File: config.mk
export PLATFORM = sky130hd
export DESIGN_NAME = fire_scheduler_flat
export DESIGN_NICKNAME = d
export VERILOG_FILES = /design/src/rtl/fire_scheduler_if.sv /design/src/rtl/fire_scheduler.sv /design/src/flat_wrapper.sv
export SDC_FILE = /design/constraint.sdc
export NUM_CORES = 1
export LEC_CHECK = 0
export BUFFER_PORTS_ARGS = -buffer_cell sky130_fd_sc_hd__buf_2
export CAP_MARGIN = 20
export CORE_MARGIN = 2
export CORE_UTILIZATION = 30
export CTS_CLUSTER_SIZE = 8
export DETAILED_ROUTE_END_ITERATION = 10
export SLEW_MARGIN = 25
export SYNTH_ARGS = -nofsm -noshare
export SYNTH_HDL_FRONTEND = slang
export SYNTH_SLANG_ARGS = --single-unit
File: constraint.sdc
create_clock -name clk -period 19.4 [get_ports clk]
set_input_delay 0.97 -clock clk [delete_from_list [all_inputs] [get_ports clk]]
set_output_delay 0.97 -clock clk [all_outputs]
set_load 0.1 [all_outputs]
File: src/rtl/fire_scheduler_if.sv
// ----------------------------------------------------------------------------
// fire_scheduler_if
//
// Purpose: groups the game-side signals of the fire scheduler into one
// bundle. The game controller (or a testbench) is the master: it drives the
// run/clear controls and the raw box switches, and it receives the fire
// bitmap and the per-cycle hit/miss events. The scheduler is the slave.
//
// Signals:
//   enable          master->slave  game running; low freezes the scheduler
//   clear           master->slave  one-cycle pulse, empties field, restores difficulty
//   box[N_CELL]     master->slave  raw box switches, asynchronous to clk
//   fire_state      slave->master  bit i = cell i burning
//   hit_pulse       slave->master  one-cycle pulse, >=1 fire extinguished
//   hit_cnt[4]      slave->master  fires extinguished (0 unless hit_pulse)
//   miss_pulse      slave->master  one-cycle pulse, >=1 fire expired
//   miss_cnt[4]     slave->master  fires expired (0 unless miss_pulse)
//   active_cnt[4]   slave->master  popcount of fire_state
//   spawn_interval  slave->master  current spawn interval in ticks
// ----------------------------------------------------------------------------
interface fire_scheduler_if #(
    parameter int N_CELL = 9
);
    logic              enable;
    logic              clear;
    logic [N_CELL-1:0] box;
    logic [N_CELL-1:0] fire_state;
    logic              hit_pulse;
    logic [3:0]        hit_cnt;
    logic              miss_pulse;
    logic [3:0]        miss_cnt;
    logic [3:0]        active_cnt;
    logic [3:0]        spawn_interval;

    modport master (
        output enable, clear, box,
        input  fire_state, hit_pulse, hit_cnt, miss_pulse, miss_cnt,
               active_cnt, spawn_interval
    );

    modport slave (
        input  enable, clear, box,
        output fire_state, hit_pulse, hit_cnt, miss_pulse, miss_cnt,
               active_cnt, spawn_interval
    );
endinterface

File: src/rtl/fire_scheduler.sv
// ----------------------------------------------------------------------------
// fire_scheduler
//
// Purpose: sequences the 9-cell fire field of the firefighting game. Fires
// spawn at pseudo-random cells on a tick-based interval that shrinks as the
// player scores hits, each burning cell ages once per tick until it expires
// (a miss), and toggling a cell's box switch while it burns puts it out (a
// hit). All outputs are registered and appear the cycle after their cause.
//
// Ports:
//   clk   25 MHz pixel clock
//   rst   asynchronous reset, active low
//   bus   fire_scheduler_if.slave (enable/clear/box in; fire bitmap and
//         hit/miss/active/interval reporting out)
// ----------------------------------------------------------------------------
module fire_scheduler #(
    parameter int         N_CELL         = 9,
    parameter int         TICK_DIV       = 2500000,
    parameter int         LIFETIME       = 30,
    parameter int         SPAWN_INIT     = 15,
    parameter int         SPAWN_MIN      = 4,
    parameter int         HITS_PER_LEVEL = 4,
    parameter int         MAX_ACTIVE     = 3,
    parameter logic [7:0] LFSR_SEED      = 8'hA5
) (
    input  logic            clk,
    input  logic            rst,
    fire_scheduler_if.slave bus
);

    typedef enum logic {
        CELL_OFF     = 1'b0,
        CELL_BURNING = 1'b1
    } cell_state_e;

    localparam int                TICK_W        = (TICK_DIV > 1) ? $clog2(TICK_DIV) : 1;
    localparam logic [TICK_W-1:0] TICK_LAST     = TICK_W'(TICK_DIV - 1);
    localparam logic [4:0]        AGE_LAST      = 5'(LIFETIME - 1);
    localparam logic [3:0]        INTERVAL_INIT = 4'(SPAWN_INIT);
    localparam logic [3:0]        INTERVAL_MIN  = 4'(SPAWN_MIN);
    localparam logic [4:0]        LEVEL_STEP    = 5'(HITS_PER_LEVEL);
    localparam logic [3:0]        ACTIVE_MAX    = 4'(MAX_ACTIVE);
    localparam logic [7:0]        CELL_MOD      = 8'(N_CELL);
    localparam logic [4:0]        CELL_LAST     = 5'(N_CELL - 1);

    function automatic logic [3:0] popcount(input logic [N_CELL-1:0] v);
        logic [3:0] n;
        n = '0;
        for (int i = 0; i < N_CELL; i++) begin
            n = n + {3'b000, v[i]};
        end
        return n;
    endfunction

    // ------------------------------------------------------------------
    // Box synchronizer, edge detect and LFSR. These run every cycle
    // regardless of enable/clear so a switch flipped while the game is
    // frozen is absorbed into box_prev_q and never strikes on resume.
    // ------------------------------------------------------------------
    logic [N_CELL-1:0] box_meta_q;
    logic [N_CELL-1:0] box_sync_q;
    logic [N_CELL-1:0] box_prev_q;
    logic [N_CELL-1:0] strike;
    logic [7:0]        lfsr_q;
    logic [7:0]        lfsr_d;

    // Either switch direction counts as a strike.
    assign strike = box_sync_q ^ box_prev_q;

    // Fibonacci taps 8,6,5,4 (maximal length, so a non-zero seed never
    // reaches the all-zero lock-up state).
    assign lfsr_d = {lfsr_q[6:0], lfsr_q[7] ^ lfsr_q[5] ^ lfsr_q[4] ^ lfsr_q[3]};

    always_ff @(posedge clk or negedge rst) begin
        if (!rst) begin
            box_meta_q <= '0;
            box_sync_q <= '0;
            box_prev_q <= '0;
            lfsr_q     <= LFSR_SEED;
        end else begin
            // NOTE: sequential state uses non-blocking assignments so every
            // flop samples the pre-edge value; blocking here would collapse
            // the synchronizer chain into a single flop.
            box_meta_q <= bus.box;
            box_sync_q <= box_meta_q;
            box_prev_q <= box_sync_q;
            lfsr_q     <= lfsr_d;
        end
    end

    // ------------------------------------------------------------------
    // Game tick: one-cycle strobe at the terminal count of a free-running
    // divider that only advances while the game is enabled.
    // ------------------------------------------------------------------
    logic [TICK_W-1:0] tick_cnt_q;
    logic [TICK_W-1:0] tick_cnt_d;
    logic              tick;

    always_comb begin
        // NOTE: every variable written in a combinational block gets a
        // default first, so no path leaves it unassigned and no latch is
        // inferred.
        tick       = bus.enable && (tick_cnt_q == TICK_LAST);
        tick_cnt_d = tick_cnt_q;
        if (bus.clear) begin
            tick_cnt_d = '0;
        end else if (bus.enable) begin
            tick_cnt_d = tick ? '0 : tick_cnt_q + TICK_W'(1);
        end
    end

    // ------------------------------------------------------------------
    // Cell field, spawn and difficulty
    // ------------------------------------------------------------------
    cell_state_e       cell_q [N_CELL];
    cell_state_e       cell_d [N_CELL];
    logic [4:0]        age_q  [N_CELL];
    logic [4:0]        age_d  [N_CELL];
    logic [3:0]        spawn_cnt_q, spawn_cnt_d;
    logic [3:0]        interval_q,  interval_d;
    logic [2:0]        acc_q,       acc_d;
    logic              hit_pulse_q, hit_pulse_d;
    logic [3:0]        hit_cnt_q,   hit_cnt_d;
    logic              miss_pulse_q, miss_pulse_d;
    logic [3:0]        miss_cnt_q,  miss_cnt_d;
    logic [3:0]        active_q,    active_d;

    logic [N_CELL-1:0] fire_vec;
    logic [N_CELL-1:0] fire_next;
    logic [N_CELL-1:0] hit_vec;
    logic [N_CELL-1:0] miss_vec;
    logic [N_CELL-1:0] stay_vec;
    logic [3:0]        hit_n;
    logic [3:0]        miss_n;
    logic              spawn_due;
    logic              slot_free;
    logic              found;
    logic              do_spawn;
    logic [3:0]        probe_start;
    logic [4:0]        probe_sum;
    logic [3:0]        probe_idx;
    logic [3:0]        target;
    logic [4:0]        acc_work;

    always_comb begin
        fire_vec = '0;
        for (int i = 0; i < N_CELL; i++) begin
            fire_vec[i] = (cell_q[i] == CELL_BURNING);
        end
    end

    always_comb begin
        cell_d       = cell_q;
        age_d        = age_q;
        hit_vec      = '0;
        miss_vec     = '0;
        spawn_cnt_d  = spawn_cnt_q;
        found        = 1'b0;
        target       = '0;
        probe_sum    = '0;
        probe_idx    = '0;

        // Per-cell transitions. A strike wins over a simultaneous expiry.
        for (int i = 0; i < N_CELL; i++) begin
            if (cell_q[i] == CELL_BURNING) begin
                if (strike[i] && bus.enable) begin
                    cell_d[i]  = CELL_OFF;
                    age_d[i]   = '0;
                    hit_vec[i] = 1'b1;
                end else if (tick && (age_q[i] == AGE_LAST)) begin
                    cell_d[i]   = CELL_OFF;
                    age_d[i]    = '0;
                    miss_vec[i] = 1'b1;
                end else if (tick) begin
                    age_d[i] = age_q[i] + 5'd1;
                end
            end
        end

        hit_n    = popcount(hit_vec);
        miss_n   = popcount(miss_vec);
        stay_vec = fire_vec & ~(hit_vec | miss_vec);

        // Slot accounting uses the cells that remain burning after this
        // cycle's hits and misses, but the probe treats a leaving cell as
        // occupied so a fire never respawns in the cell it just left.
        spawn_due   = tick && (({1'b0, spawn_cnt_q} + 5'd1) >= {1'b0, interval_q});
        slot_free   = popcount(stay_vec) < ACTIVE_MAX;
        probe_start = 4'(lfsr_q % CELL_MOD);

        for (int k = 0; k < N_CELL; k++) begin
            probe_sum = {1'b0, probe_start} + 5'(k);
            probe_idx = (probe_sum > CELL_LAST) ? 4'(probe_sum - 5'(N_CELL)) : probe_sum[3:0];
            if (!found && !fire_vec[probe_idx]) begin
                found  = 1'b1;
                target = probe_idx;
            end
        end

        do_spawn = spawn_due && slot_free && found;

        // spawn_cnt saturates at the interval so a blocked spawn fires on
        // the first tick that finds a free slot.
        if (tick) begin
            if (do_spawn) begin
                cell_d[target] = CELL_BURNING;
                age_d[target]  = '0;
                spawn_cnt_d    = '0;
            end else if (spawn_cnt_q >= interval_q) begin
                spawn_cnt_d = interval_q;
            end else begin
                spawn_cnt_d = spawn_cnt_q + 4'd1;
            end
        end

        // Difficulty: every HITS_PER_LEVEL cumulative hits shorten the
        // spawn interval by one tick, never below SPAWN_MIN. Several levels
        // can be crossed in one cycle when many cells are struck together.
        acc_work   = {2'b00, acc_q} + {1'b0, hit_n};
        interval_d = interval_q;
        for (int k = 0; k < 16; k++) begin
            if (acc_work >= LEVEL_STEP) begin
                acc_work = acc_work - LEVEL_STEP;
                if (interval_d > INTERVAL_MIN) begin
                    interval_d = interval_d - 4'd1;
                end
            end
        end
        acc_d = acc_work[2:0];

        hit_pulse_d  = |hit_vec;
        hit_cnt_d    = hit_n;
        miss_pulse_d = |miss_vec;
        miss_cnt_d   = miss_n;

        // clear overrides every event evaluated above.
        if (bus.clear) begin
            for (int i = 0; i < N_CELL; i++) begin
                cell_d[i] = CELL_OFF;
                age_d[i]  = '0;
            end
            spawn_cnt_d  = '0;
            interval_d   = INTERVAL_INIT;
            acc_d        = '0;
            hit_pulse_d  = 1'b0;
            hit_cnt_d    = '0;
            miss_pulse_d = 1'b0;
            miss_cnt_d   = '0;
        end

        fire_next = '0;
        for (int i = 0; i < N_CELL; i++) begin
            fire_next[i] = (cell_d[i] == CELL_BURNING);
        end
        active_d = popcount(fire_next);
    end

    always_ff @(posedge clk or negedge rst) begin
        if (!rst) begin
            // NOTE: the per-cell age array is ordinary flops, not a RAM, so
            // it takes the reset like any other state and no stale age can
            // leak into a freshly spawned fire.
            for (int i = 0; i < N_CELL; i++) begin
                cell_q[i] <= CELL_OFF;
                age_q[i]  <= '0;
            end
            tick_cnt_q   <= '0;
            spawn_cnt_q  <= '0;
            interval_q   <= INTERVAL_INIT;
            acc_q        <= '0;
            hit_pulse_q  <= 1'b0;
            hit_cnt_q    <= '0;
            miss_pulse_q <= 1'b0;
            miss_cnt_q   <= '0;
            active_q     <= '0;
        end else begin
            cell_q       <= cell_d;
            age_q        <= age_d;
            tick_cnt_q   <= tick_cnt_d;
            spawn_cnt_q  <= spawn_cnt_d;
            interval_q   <= interval_d;
            acc_q        <= acc_d;
            hit_pulse_q  <= hit_pulse_d;
            hit_cnt_q    <= hit_cnt_d;
            miss_pulse_q <= miss_pulse_d;
            miss_cnt_q   <= miss_cnt_d;
            active_q     <= active_d;
        end
    end

    assign bus.fire_state     = fire_vec;
    assign bus.hit_pulse      = hit_pulse_q;
    assign bus.hit_cnt        = hit_cnt_q;
    assign bus.miss_pulse     = miss_pulse_q;
    assign bus.miss_cnt       = miss_cnt_q;
    assign bus.active_cnt     = active_q;
    assign bus.spawn_interval = interval_q;

endmodule

File: src/flat_wrapper.sv
// flat-port wrapper written by rule: the top's interface ports become plain ports
module fire_scheduler_flat 
#(
    parameter int         N_CELL         = 9,
    parameter int         TICK_DIV       = 2500000,
    parameter int         LIFETIME       = 30,
    parameter int         SPAWN_INIT     = 15,
    parameter int         SPAWN_MIN      = 4,
    parameter int         HITS_PER_LEVEL = 4,
    parameter int         MAX_ACTIVE     = 3,
    parameter logic [7:0] LFSR_SEED      = 8'hA5
)
  (clk, rst, bus_enable, bus_clear, bus_box, bus_fire_state, bus_hit_pulse, bus_hit_cnt, bus_miss_pulse, bus_miss_cnt, bus_active_cnt, bus_spawn_interval);
  fire_scheduler_if #(.N_CELL(N_CELL)) bus_i ();
  input  logic clk;
  input  logic rst;
  input wire logic [$bits(bus_i.enable)-1:0] bus_enable;
  input wire logic [$bits(bus_i.clear)-1:0] bus_clear;
  input wire logic [$bits(bus_i.box)-1:0] bus_box;
  output wire logic [$bits(bus_i.fire_state)-1:0] bus_fire_state;
  output wire logic [$bits(bus_i.hit_pulse)-1:0] bus_hit_pulse;
  output wire logic [$bits(bus_i.hit_cnt)-1:0] bus_hit_cnt;
  output wire logic [$bits(bus_i.miss_pulse)-1:0] bus_miss_pulse;
  output wire logic [$bits(bus_i.miss_cnt)-1:0] bus_miss_cnt;
  output wire logic [$bits(bus_i.active_cnt)-1:0] bus_active_cnt;
  output wire logic [$bits(bus_i.spawn_interval)-1:0] bus_spawn_interval;
  assign bus_i.enable = bus_enable;
  assign bus_i.clear = bus_clear;
  assign bus_i.box = bus_box;
  assign bus_fire_state = bus_i.fire_state;
  assign bus_hit_pulse = bus_i.hit_pulse;
  assign bus_hit_cnt = bus_i.hit_cnt;
  assign bus_miss_pulse = bus_i.miss_pulse;
  assign bus_miss_cnt = bus_i.miss_cnt;
  assign bus_active_cnt = bus_i.active_cnt;
  assign bus_spawn_interval = bus_i.spawn_interval;
  fire_scheduler #(.N_CELL(N_CELL), .TICK_DIV(TICK_DIV), .LIFETIME(LIFETIME), .SPAWN_INIT(SPAWN_INIT), .SPAWN_MIN(SPAWN_MIN), .HITS_PER_LEVEL(HITS_PER_LEVEL), .MAX_ACTIVE(MAX_ACTIVE), .LFSR_SEED(LFSR_SEED)) u_core (.clk(clk), .rst(rst), .bus(bus_i));
endmodule
# After elaboration in Yosys (flattened, before gate mapping)
# Index checks and enable logic that the tools add are counted.
dict set report word_totals {
  ff_bits 136
  latch_bits 0
  mem_bits_rw 0
  mem_bits_ro 0
  out_inout_bits 27
  wordCells 476
  mem_count 0
}
dict set report op_classes {
  n_addsub 94
  multipliers 0
  n_div 1
  n_lt_le_gt_ge 55
  eq_ne 10
  shifts 0
  mux 224
  bitwise_logic 11
  reduce_logical 50
}
# cell count
set ops {}
lappend ops {{$mux W5} 52}
lappend ops {{$mux W4} 57}
lappend ops {{$mux W45} 3}
lappend ops {{$add A4 B1 Y4} 28}
lappend ops {{$mux W1} 93}
lappend ops {{$ge A5 B3 Y1 const B} 16}
lappend ops {{$sub A5 B3 Y5 const B} 15}
lappend ops {{$mux W22} 3}
lappend ops {{$gt A4 B3 Y1 const B} 16}
lappend ops {{$sub A4 B1 Y4 const B} 16}
lappend ops {{$add A5 B1 Y5 const B} 9}
lappend ops {{$and A45 B45 Y45} 1}
lappend ops {{$eq A5 B5 Y1 const B} 9}
lappend ops {{$lt A4 B5 Y1 const B} 9}
lappend ops {{$not A45 Y45} 1}
lappend ops {{$gt A5 B4 Y1 const B} 8}
lappend ops {{$bmux W1 S4} 9}
lappend ops {{$sub A4 B4 Y4 const B} 9}
lappend ops {{$logic_and A1 B1 Y1} 31}
lappend ops {{$mux W9} 3}
lappend ops {{$add A22 B1 Y22 const B} 1}
lappend ops {{$eq A22 B22 Y1 const B} 1}
lappend ops {{$add A4 B3 Y5 const B} 4}
lappend ops {{$demux W5 S4} 1}
lappend ops {{other kinds (25)} 50}

# Logic depth before layout (Yosys ltp)
# Gate-level depths: netlist of run 1.
dict set report depth {
  ltp_word 61
  mapped_depth 93
}

# Worst setup path after synthesis of run 1
# Ideal clock, no wire load.
dict set report synth_path {
  path_kind {input to register}
  from {in bus_enable}
  to {reg u_core.interval_q[0], in the netlist u_core.bus.spawn_interval[0]}
  setup_time_ns 0.088
  t_arrival_ns 19.969
  t_required_ns 19.312
  setup_slack_ns -0.657
  path_stages 86
  path_buffers 4
  cell_sequence {clkbuf_1 clkbuf_1 clkbuf_1 nand3_1 inv_1 ha_1 inv_1 fa_1 fa_1 fa_1 inv_1 ha_1 fa_1 xnor2_1 ha_1 a21o_1 nor2_1 mux2i_1 (+50 left out) xnor2_2 ha_1 a21oi_2 o21ai_2 mux2_2 ha_1 or4b_1 nand3_2 xor2_2 ha_1 nor2_1 a21oi_1 mux2_2 ha_1 nor3b_1 mux2_2 nor3_1 or3b_1}
}
dict set report synth_via {
  elab_chain_cells 60
  elab_cells_between_ends 144
  classes_between {add/sub (39); order compare (31); mux (65); reduce/logical (9)}
}
# element line_no
set synth_rtl {}
lappend synth_rtl {{start: declaration} flat_wrapper.sv:17} ;# input wire logic [$bits(bus_i.enable)-1:0] bus_enable;
lappend synth_rtl {{$logic_and A1 B1 Y1} fire_scheduler.sv:166} ;# if (strike[i] && bus.enable) begin
lappend synth_rtl {{$mux W1} fire_scheduler.sv:166}
lappend synth_rtl {{$mux W1} fire_scheduler.sv:165} ;# if (cell_q[i] == CELL_BURNING) begin
lappend synth_rtl {{$add A1 B1 Y2} fire_scheduler.sv:50} ;# n = n + {3'b000, v[i]};
lappend synth_rtl {{$add A4 B1 Y4 (6 in a row)} fire_scheduler.sv:50}
lappend synth_rtl {{$add A4 B1 Y4 *} fire_scheduler.sv:50}
lappend synth_rtl {{$add A3 B4 Y5 *} fire_scheduler.sv:219} ;# acc_work = {2'b00, acc_q} + {1'b0, hit_n};
lappend synth_rtl {{$ge A5 B3 Y1} fire_scheduler.sv:222} ;# if (acc_work >= LEVEL_STEP) begin
lappend synth_rtl {{(+40 left out)} -}
lappend synth_rtl {{$sub A4 B1 Y4 or $gt A4 B3 Y1 (tied branches)} {fire_scheduler.sv:225, fire_scheduler.sv:224}}
lappend synth_rtl {{$mux W4} fire_scheduler.sv:224} ;# if (interval_d > INTERVAL_MIN) begin
lappend synth_rtl {{$mux W4} fire_scheduler.sv:222}
lappend synth_rtl {{$sub A4 B1 Y4 or $gt A4 B3 Y1 (tied branches)} {fire_scheduler.sv:225, fire_scheduler.sv:224}}
lappend synth_rtl {{$mux W4} fire_scheduler.sv:224}
lappend synth_rtl {{$mux W4 *} fire_scheduler.sv:222}
lappend synth_rtl {{$mux W4 *} fire_scheduler.sv:237} ;# if (bus.clear) begin
lappend synth_rtl {{named net u_core.interval_d[0]} fire_scheduler.sv:120} ;# logic [3:0] interval_q, interval_d;
lappend synth_rtl {{end signal: assignment} fire_scheduler.sv:281} ;# interval_q <= interval_d;
lappend synth_rtl {{end: declaration} fire_scheduler.sv:120}
# Mark *: on every way through the listed nets, which the timed path passes. The rest lies on a longest branch.
# A chain may end at the register's enable or synchronous reset.

# Worst setup path after layout of run 1
# Same ends and word-level chain as after synthesis.

==> out/results.md, run 1 <==
* Cell Count, Final, Fillers Out: 2460
* Critical Path Source Type: input pin
* clock group share of total power: 0.530
* CP peak stage delay: 0.55 ns
* via count of the first global-routing pass: 13339
* Crit path required time: 19.76 ns
* # diodes: 0
* Final #Nets: 1982
* overall routing resource usage: 0.161
* leading cell type by number of instances after synthesis: sky130_fd_sc_hd__nand2_1
* Hold Startpoint: u_core.box_meta_q[4]
* syn_area_per_cell: 8.31 sq um
* number of buffers between clock root and the deepest sink: 2
* number of buffers created by CTS: 17
* Std-Cell Rows: 81
* endpoint of the worst-slack reg-to-reg timing path: u_core.bus.spawn_interval[0]
* internal power consumption: 489 uW
* Sequential Power Share: 0.441
* Worst IR Drop VDD: 62.5 uV
* Hold Slack: 0.348 ns
* initial core utilization: 0.303
* Setup CP Type: in -> reg
* gpl congestion: 0.876
* Clk Latency, worst-skew pair: 0.43 ns
* Critical Path Fanout Max: 8
* area added between synthesis and finish: 14.5%
* clock tree from TritonCTS: done
* number of iterations in the first detailed-routing pass: 5
* top-level port count: 40
* floorplan die area: 50900 sq um
* number of vias per cell after detailed routing: 5.47
* Hold EP: u_core.box_sync_q[4]
* number of maximum-capacitance constraint violations: 0
* switching share of total power: 0.253
* synthesized area: 14700 sq um
* number of cells on the worst hold path: 0
* cell seen most often among critical-path stages: sky130_fd_sc_hd__mux2_2
* first-iteration detailed-routing DRC count: 936
* endpoints failing hold: 0
* pwr dens: 38.8 nW/um^2
* internal reg-to-reg setup slack: 0.98 ns
* register bit total from synthesis: 136
* post-route minimum period: 18.51 ns
* Max Freq: 0.0540 GHz
* Worst path slowest cell: sky130_fd_sc_hd__or4b_4
* leading cell types by total area after synthesis: sky130_fd_sc_hd__dfrtp_1 (22%), sky130_fd_sc_hd__ha_1 (10%), sky130_fd_sc_hd__nand2_1 (4.6%)
* Hold Crit Class: reg -> reg
* die outline height: 226 um
* count of clock tree sinks: 136
* port bufs: 39
* hold buffer count at cts: 0
* number of placed instances, taps included: 2412
* static leakage: 0.00738 uW
* sequential element share of the synthesized area: 0.232
* Slew headroom: 0.382
* maximum level of the CTS H-tree: 4
* Syn Nets: 1929
* part of the total power dissipated in combinational logic: 0.030
* Final Cycle Share: 0.954
* fraction of synthesis flops using an asynchronous set or reset pin: 1.00
* library cell occupying the most area in the post-synthesis netlist: sky130_fd_sc_hd__dfrtp_1
* largest net degree at the start of global routing: 73
* half-perimeter wire length after placement: 30400 um
* area share of the largest cell type after synthesis: 0.218
* primary flip-flop cell chosen by synthesis mapping: sky130_fd_sc_hd__dfrtp_1
* initial antenna violation count: 0
* Die X-Extent: 226 um
* path depth of the worst reg2reg path: 82
* most used standard cells in the synthesized netlist: sky130_fd_sc_hd__nand2_1 (181), sky130_fd_sc_hd__nor2_1 (163), sky130_fd_sc_hd__dfrtp_1 (128)
* power dissipated by switching net loads: 166 uW
* remaining design rule violation count: 0
* final-report max-slew violation count: 0
* routed wire length: 40700 um
* fraction of final layout cells sized beyond drive strength 1: 0.159
* cell at the root of the clock tree: sky130_fd_sc_hd__clkbuf_16
* global-route wire length before repair: 67600 um
* drt wl/cell: 16.6 um
* Reg clk slew, reported paths: 0.07 ns
* Post-Route Skew: 0.0145 ns
* number of flops mapped to enable cells by yosys: 0
* count of vias placed by the detailed router: 13466
* post-synthesis instance total: 1772
* final core utilization: 0.346
* CP arrival: 18.87 ns
* count of synthesis-stage warnings from yosys: 0
* number of distinct library cells after synthesis: 129
* result of the run: finished, final reports clean
* Final setup violation count: 0
* post-detailed-route count of antenna-violating nets: 0
* transition time at the pin with the least slew margin: 0.927 ns
* beginning of the worst register-to-register path: u_core.box_prev_q[1]
* global-route congestion overflow total: 0
* element type at the critical path end: register
* CORE AREA: 48600 sq um
[worst max path at each step]
stage / start / to / slack [ns] / cells past startpoint
floorplan: bus_enable / u_core.bus.spawn_interval[0] / 0.007 / 85
global placement: bus_enable / u_core.bus.spawn_interval[0] / 0.12 / 83
detailed placement: bus_enable / u_core.bus.spawn_interval[0] / -0.61 / 85
CTS: bus_enable / u_core.bus.spawn_interval[0] / 0.05 / 84
global route: bus_enable / u_core.bus.spawn_interval[0] / -0.14 / 87
finish: bus_enable / u_core.bus.spawn_interval[0] / 0.89 / 82
[kinds of logic after synthesis]
kind of cell,count (synthesis),share of synthesized area
multiplexers,60,0.0564
AND/OR/NAND/NOR,712,0.244
flip-flops,136,0.232
buffers and inverters,187,0.0493
XOR/XNOR,122,0.0780
AO/OA/AOI/OAI,411,0.208
adder cells (fa/ha/maj),144,0.133
[cells in the final DEF, fill, tap and decap left out, types with 19 or more instances in the layout]
master                     synthesis  routed
sky130_fd_sc_hd__a211oi_1         23      23
sky130_fd_sc_hd__a21o_1           20      20
sky130_fd_sc_hd__a21oi_1          84      79
sky130_fd_sc_hd__and2_1           34      33
sky130_fd_sc_hd__and3_1           26      25
sky130_fd_sc_hd__buf_2             2      38
sky130_fd_sc_hd__buf_4             1      47
sky130_fd_sc_hd__dfrtp_1         128     128
sky130_fd_sc_hd__fa_1             21      19
sky130_fd_sc_hd__ha_1            123     113
sky130_fd_sc_hd__inv_1           125     125
sky130_fd_sc_hd__nand2_1         181     181
sky130_fd_sc_hd__nand2b_1         20      20
sky130_fd_sc_hd__nand3_1          68      68
sky130_fd_sc_hd__nand4_1          25      25
sky130_fd_sc_hd__nor2_1          163     159
sky130_fd_sc_hd__nor2b_1          25      24
sky130_fd_sc_hd__nor3_1           63      60
sky130_fd_sc_hd__nor4_1           22      20
sky130_fd_sc_hd__o21ai_0          82      82
sky130_fd_sc_hd__xnor2_1          65      61
sky130_fd_sc_hd__xor2_1           48      43
[registers in the layout, indices dropped and copies added (netlist names)]
signal,flops
u_core.acc_q,3
u_core.age_q,45
u_core.box_meta_q,9
u_core.box_prev_q,9
u_core.box_sync_q,9
u_core.bus.active_cnt,4
u_core.bus.fire_state,9
u_core.bus.hit_cnt,4
u_core.bus.hit_pulse,1
u_core.bus.miss_cnt,4
u_core.bus.miss_pulse,1
u_core.bus.spawn_interval,4
u_core.lfsr_q,8
u_core.spawn_cnt_q,4
u_core.tick_cnt_q,22
[critical path: cells and delay by family]
family                     cells  cell delay, ns
xor gates and xnor gates       2            0.36
adders and majority gates     22            5.89
and+or+nand+nor               20            3.16
muxes                         15            4.86
buffers and inverters          6            0.62
AOI/OAI and AO/OA             17            2.97
[through the flow]
step	power, uW	setup slack, ns	area [sq um]	TNS, ns
4_1_cts	664	0.0468	16500	0
3_5_place_dp	313	-0.612	15800	-1.19
5_1_grt	680	-0.138	16900	-0.138
6_report	654	0.888	16900	0
2_1_floorplan	302	0.00750	14800	0
3_3_place_gp	313	0.125	15800	0
[repair_timing]
action / 4_1_cts / 5_1_grt
endpoints found under the setup margin: 2 / 4
gates resized for setup: 4 / 45
setup buffers: 1 / 14
pin swaps: 2 / 24
[per-layer routing]
metal | up-vias | share of wire | track usage | wire length, um
met4 | 0 | 0.020 | 0.0474 | 831
li1 | 6499 | - | - | -
met3 | 59 | 0.046 | 0.0219 | 1870
met1 | 6562 | 0.46 | 0.215 | 18800
met2 | 346 | 0.47 | 0.271 | 19200
met5 | - | 0 | 0 | 0
[power groups by stage]
stage / clock (uW) / combinational [uW] / sequential, uW
after floorplan: 0 / 8.33 / 293
after global placement: 0 / 19.4 / 294
after detailed placement: 0 / 19.7 / 294
after CTS: 356 / 19.7 / 288
after global routing: 369 / 22.1 / 289
final: 347 / 19.3 / 289
[final cells by class]
| type | instances | area [sq um] |
|---|---|---|
| fill | 4972 | 31800 |
| tap | 622 | 778 |
| clock inverter | 15 | 200 |
| timing repair buffer | 89 | 582 |
| sequential | 136 | 3410 |
| clock buffer | 17 | 425 |
| inverter | 132 | 498 |
| multi-input combinational | 1449 | 11000 |
No activity file was read; power rests on OpenSTA's default activity.
==> run 2: changes to the inputs <==
==> constraint.sdc (replaced) <==
create_clock -name clk -period 19.4 [get_ports clk]
set_input_delay 0.97 -clock clk [delete_from_list [all_inputs] [get_ports clk]]
set_output_delay 0.97 -clock clk [all_outputs]
set_load 0.01 [all_outputs]
==> out/results.md, run 2 (synthesis results as in run 1) <==
* result of the run: finished, final reports clean
* routed wire length on met2: 19100 um
* leading cell types in the layout, fill and taps excluded: sky130_fd_sc_hd__nand2_1 (181), sky130_fd_sc_hd__nor2_1 (158), sky130_fd_sc_hd__dfrtp_1 (128)
* gpl congestion: 0.896
* number of buffers between clock root and the deepest sink: 2
* CP arrival: 18.96 ns
* transition time at the pin with the least slew margin: 0.917 ns
* via count of the first global-routing pass: 13216
* number of iterations in the first detailed-routing pass: 5
* endpoints failing hold: 0
* Max Freq: 0.0537 GHz
* count of vias placed by the detailed router: 13561
* top flop regs: u_core.age_q x45, u_core.tick_cnt_q x22
* area occupied by multi-input gates: 11000 sq um
* static leakage: 0.00740 uW
* Hold EP: u_core.box_sync_q[0]
* Worst path slowest cell: sky130_fd_sc_hd__or4b_4
* cell seen most often among critical-path stages: sky130_fd_sc_hd__ha_1
* Hold Startpoint: u_core.box_meta_q[0]
* Hold Crit Class: reg -> reg
* Std-Cell Rows: 81
* Reg clk slew, reported paths: 0.07 ns
* Final #Nets: 1987
* remaining design rule violation count: 0
* floorplan die area: 50900 sq um
* Slew headroom: 0.384
* final core utilization: 0.347
* area added between synthesis and finish: 14.5%
* CP peak stage delay: 0.55 ns
* total negative slack: 0 ns
* number of maximum-capacitance constraint violations: 0
* Filler cells: 5013
* initial core utilization: 0.303
* Final Cycle Share: 0.959
* number of cells on the worst hold path: 0
* overall routing resource usage: 0.159
* max layer used: met4
* final-report max-slew violation count: 0
* # diodes: 0
* largest net degree at the start of global routing: 84
* largest register by flop count: u_core.age_q
* Post-Route Skew: 0.00999 ns
* met1 routed wirelength after detailed routing: 18800 um
* beginning of the worst register-to-register path: u_core.box_prev_q[0]
* pwr dens: 36.8 nW/um^2
* hold buffer count at cts: 0
* routed wire length: 40400 um
* Critical Path Source Type: input pin
* Crit path required time: 19.75 ns
* Worst IR Drop VDD: 43.6 uV
* clock tree from TritonCTS: done
* most common library cell in the layout ignoring fill and taps: sky130_fd_sc_hd__nand2_1
* count of clock tree sinks: 136
* Total Power Consumption: 621 uW
* port bufs: 39
* cell at the root of the clock tree: sky130_fd_sc_hd__clkbuf_16
* drt wl/cell: 16.4 um
* number of vias per cell after detailed routing: 5.50
* Setup CP Type: in -> reg
* number of buffers created by CTS: 17
* Clk Latency, worst-skew pair: 0.43 ns
* die outline height: 226 um
* path depth of the worst reg2reg path: 84
* fraction of final layout cells sized beyond drive strength 1: 0.161
* Final setup violation count: 0
* first-iteration detailed-routing DRC count: 1028
* maximum level of the CTS H-tree: 4
* internal reg-to-reg setup slack: 0.83 ns
* post-route minimum period: 18.61 ns
* global-route wire length before repair: 66700 um
* Critical Path Fanout Max: 8
* number of flip-flops in the largest register: 45
* element type at the critical path end: register
* dpl ws: -0.627 ns
* total area of sequential cells: 3410 sq um
* post-detailed-route count of antenna-violating nets: 0
* setup slack after layout: 0.786 ns
* routed length on met3: 1690 um
* Die X-Extent: 226 um
* endpoint of the worst-slack reg-to-reg timing path: u_core.bus.spawn_interval[0]
* half-perimeter wire length after placement: 30300 um
* initial antenna violation count: 0
* CORE AREA: 48600 sq um
* global-route congestion overflow total: 0
* top-level port count: 40
run 2: what timing repair did:
item | CTS | global route
setup endpoints to repair | 2 | 4
endpoints found under the hold margin | 0 | 0
resized for setup | 3 | 50
pin swaps | 4 | 20
buffers inserted | 4 | 8
run 2: area by class of cell:
cell class                 instances  share of cell area
multi-input combinational       1449               0.652
sequential                       136               0.202
tap                              622              0.0462
timing repair buffer              94              0.0368
inverter                         132              0.0295
clock buffer                      17              0.0252
clock inverter                    15             0.00801
run 2: worst max-delay path by stage:
stage	from	to	slack (ns)	depth (start not counted)
6_report	bus_enable	u_core.bus.spawn_interval[0]	0.79	84
5_1_grt	bus_enable	u_core.bus.spawn_interval[0]	-0.07	86
4_1_cts	bus_enable	u_core.bus.spawn_interval[0]	0.02	85
3_5_place_dp	bus_enable	u_core.bus.spawn_interval[0]	-0.63	83
3_3_place_gp	bus_enable	u_core.bus.spawn_interval[0]	0.12	84
2_1_floorplan	bus_enable	u_core.bus.spawn_interval[0]	0.007	85
run 2: per-layer routing:
layer,vias to the layer above,global-route usage
li1,6519,-
met1,6646,0.212
met4,0,0.0434
met5,-,0
met2,335,0.270
met3,61,0.0207
run 2: power breakdown:
group	total [uW]	internal, uW	leakage (uW)	switching [uW]
clock	312	169	0.000272	143
combinational	19.7	4.11	0.00532	15.6
sequential	289	287	0.00181	1.73
run 2: per-stage QoR:
step	instances	hold slack [ns]	cell area, sq um
2_1_floorplan	1772	0.331	14800
3_3_place_gp	2421	0.332	15900
3_5_place_dp	2421	0.335	15900
4_1_cts	2457	0.349	16500
5_1_grt	2465	0.354	16900
6_report	2465	0.347	16900
run 2: critical path: cells and delay by family:
family / cells / cell delay [ns]
AND/OR/NAND/NOR: 21 / 3.28
buffers and inverters: 5 / 0.55
adder cells (fa/ha/maj): 22 / 5.70
XOR/XNOR: 3 / 0.50
AO/OA/AOI/OAI: 18 / 3.25
multiplexers: 15 / 4.66
==> run 3: changes to the inputs <==
Settings changed: RECOVER_POWER from default to 50.
==> out/results.md, run 3 (synthesis results as in run 1) <==
* cell at the root of the clock tree: sky130_fd_sc_hd__clkbuf_16
* count of vias placed by the detailed router: 13535
* CP peak stage delay: 0.55 ns
* result of the run: finished with violations
* initial antenna violation count: 0
* number of maximum-capacitance constraint violations: 2
* number of flip-flops in the largest register: 45
* initial core utilization: 0.303
* port bufs: 39
* Hold EP: u_core.box_sync_q[0]
* number of vias per cell after detailed routing: 5.49
* drt wl/cell: 16.4 um
* endpoints failing hold: 0
* cell seen most often among critical-path stages: sky130_fd_sc_hd__ha_1
* largest register by flop count: u_core.age_q
* post-route minimum period: 18.61 ns
* gpl congestion: 0.896
* pwr dens: 36.8 nW/um^2
* switching share of total power: 0.259
* transition time at the pin with the least slew margin: 4.63 ns
* global-route congestion overflow total: 0
* Max Freq: 0.0537 GHz
* post-detailed-route count of antenna-violating nets: 0
* Filler cells: 5020
* remaining design rule violation count: 0
* clock group share of total power: 0.503
* Final #Nets: 1987
* area added between synthesis and finish: 14.3%
* final core utilization: 0.346
* number of cells on the worst hold path: 0
* Final Cycle Share: 0.959
* Hold Startpoint: u_core.box_meta_q[0]
* global-route wire length before repair: 66700 um
* clock tree from TritonCTS: done
* floorplan die area: 50900 sq um
* CP arrival: 18.96 ns
* Std-Cell Rows: 81
* largest net degree at the start of global routing: 84
* top flop regs: u_core.age_q x45, u_core.tick_cnt_q x22
* Final setup violation count: 0
* count of clock tree sinks: 136
* via count of the first global-routing pass: 13216
* die outline height: 226 um
* beginning of the worst register-to-register path: u_core.box_prev_q[0]
* Reg clk slew, reported paths: 0.07 ns
* part of the total power dissipated in combinational logic: 0.031
* CORE AREA: 48600 sq um
* most common library cell in the layout ignoring fill and taps: sky130_fd_sc_hd__nand2_1
* Hold Crit Class: reg -> reg
* maximum level of the CTS H-tree: 4
* Sequential Power Share: 0.465
* overall routing resource usage: 0.159
* Clk Latency, worst-skew pair: 0.43 ns
* path depth of the worst reg2reg path: 84
* endpoint of the worst-slack reg-to-reg timing path: u_core.bus.spawn_interval[0]
* Crit path required time: 19.75 ns
* total negative slack: 0 ns
* static leakage: 0.00732 uW
* number of buffers between clock root and the deepest sink: 2
* power dissipated by switching net loads: 160 uW
* Die X-Extent: 226 um
* internal power consumption: 460 uW
* Total Power Consumption: 620 uW
* dpl ws: -0.627 ns
* Slew headroom: -2.09
* Setup CP Type: in -> reg
* Critical Path Source Type: input pin
* Worst path slowest cell: sky130_fd_sc_hd__or4b_4
* leading cell types in the layout, fill and taps excluded: sky130_fd_sc_hd__nand2_1 (181), sky130_fd_sc_hd__nor2_1 (158), sky130_fd_sc_hd__dfrtp_1 (128)
* Post-Route Skew: 0.0104 ns
* top-level port count: 40
* final-report max-slew violation count: 139
* number of iterations in the first detailed-routing pass: 5
* internal reg-to-reg setup slack: 0.83 ns
* hold buffer count at cts: 0
* element type at the critical path end: register
* routed wire length: 40400 um
* fraction of final layout cells sized beyond drive strength 1: 0.149
* first-iteration detailed-routing DRC count: 981
* Worst IR Drop VDD: 43.8 uV
* Critical Path Fanout Max: 8
* # diodes: 0
* failing checks: max-capacitance violations, max-slew violations
* half-perimeter wire length after placement: 30300 um
* number of buffers created by CTS: 17
* setup slack after layout: 0.788 ns
run 3: final cells by class:
type,instances,area [sq um],area share
Multi-Input combinational cell,1449,11000,0.653
Sequential cell,136,3410,0.203
Tap cell,622,778,0.0462
Timing Repair Buffer,94,588,0.0349
Inverter,132,498,0.0296
Clock buffer,17,425,0.0253
Clock inverter,15,135,0.00803
run 3: timing repair:
item                                   in CTS  in global routing
pin swaps                                   4                 20
buffers inserted                            4                  8
endpoints found under the hold margin       0                  0
setup endpoints to repair                   2                  4
resized for setup                           3                 50
run 3: worst max-delay path by stage:
stage               startpoint                            to  slack, ns  cells after the start
finish              bus_enable  u_core.bus.spawn_interval[0]       0.79                     84
CTS                 bus_enable  u_core.bus.spawn_interval[0]       0.02                     85
detailed placement  bus_enable  u_core.bus.spawn_interval[0]      -0.63                     83
floorplan           bus_enable  u_core.bus.spawn_interval[0]      0.007                     85
global placement    bus_enable  u_core.bus.spawn_interval[0]       0.12                     84
global route        bus_enable  u_core.bus.spawn_interval[0]      -0.07                     86
run 3: routing by layer:
layer	up-vias	track usage	wire length, um
met2	325	0.270	19000
met4	0	0.0434	814
li1	6520	-	-
met5	-	0	0
met3	59	0.0207	1610
met1	6631	0.212	19000
run 3: critical path, delay by kind of cell:
family                     cells  cell delay, ns
buffers and inverters          5            0.55
xor gates and xnor gates       3            0.50
adders and majority gates     22            5.70
and+or+nand+nor               21            3.29
muxes                         15            4.66
AOI/OAI and AO/OA             18            3.25
run 3: metrics by stage:
stage | hold WS [ns] | cells | instance area (sq um)
6_report | 0.347 | 2465 | 16800
5_1_grt | 0.354 | 2465 | 16800
4_1_cts | 0.349 | 2457 | 16500
3_5_place_dp | 0.335 | 2421 | 15900
3_3_place_gp | 0.332 | 2421 | 15900
2_1_floorplan | 0.331 | 1772 | 14800
run 3: power by group through the flow:
| stage | clock network (uW) | registers, uW | logic (uW) |
|---|---|---|---|
| after global routing | 334 | 289 | 22.1 |
| after global placement | 0 | 294 | 20.0 |
| after CTS | 321 | 289 | 20.4 |
| final | 312 | 289 | 19.3 |
| after floorplan | 0 | 293 | 8.33 |
| after detailed placement | 0 | 294 | 20.2 |
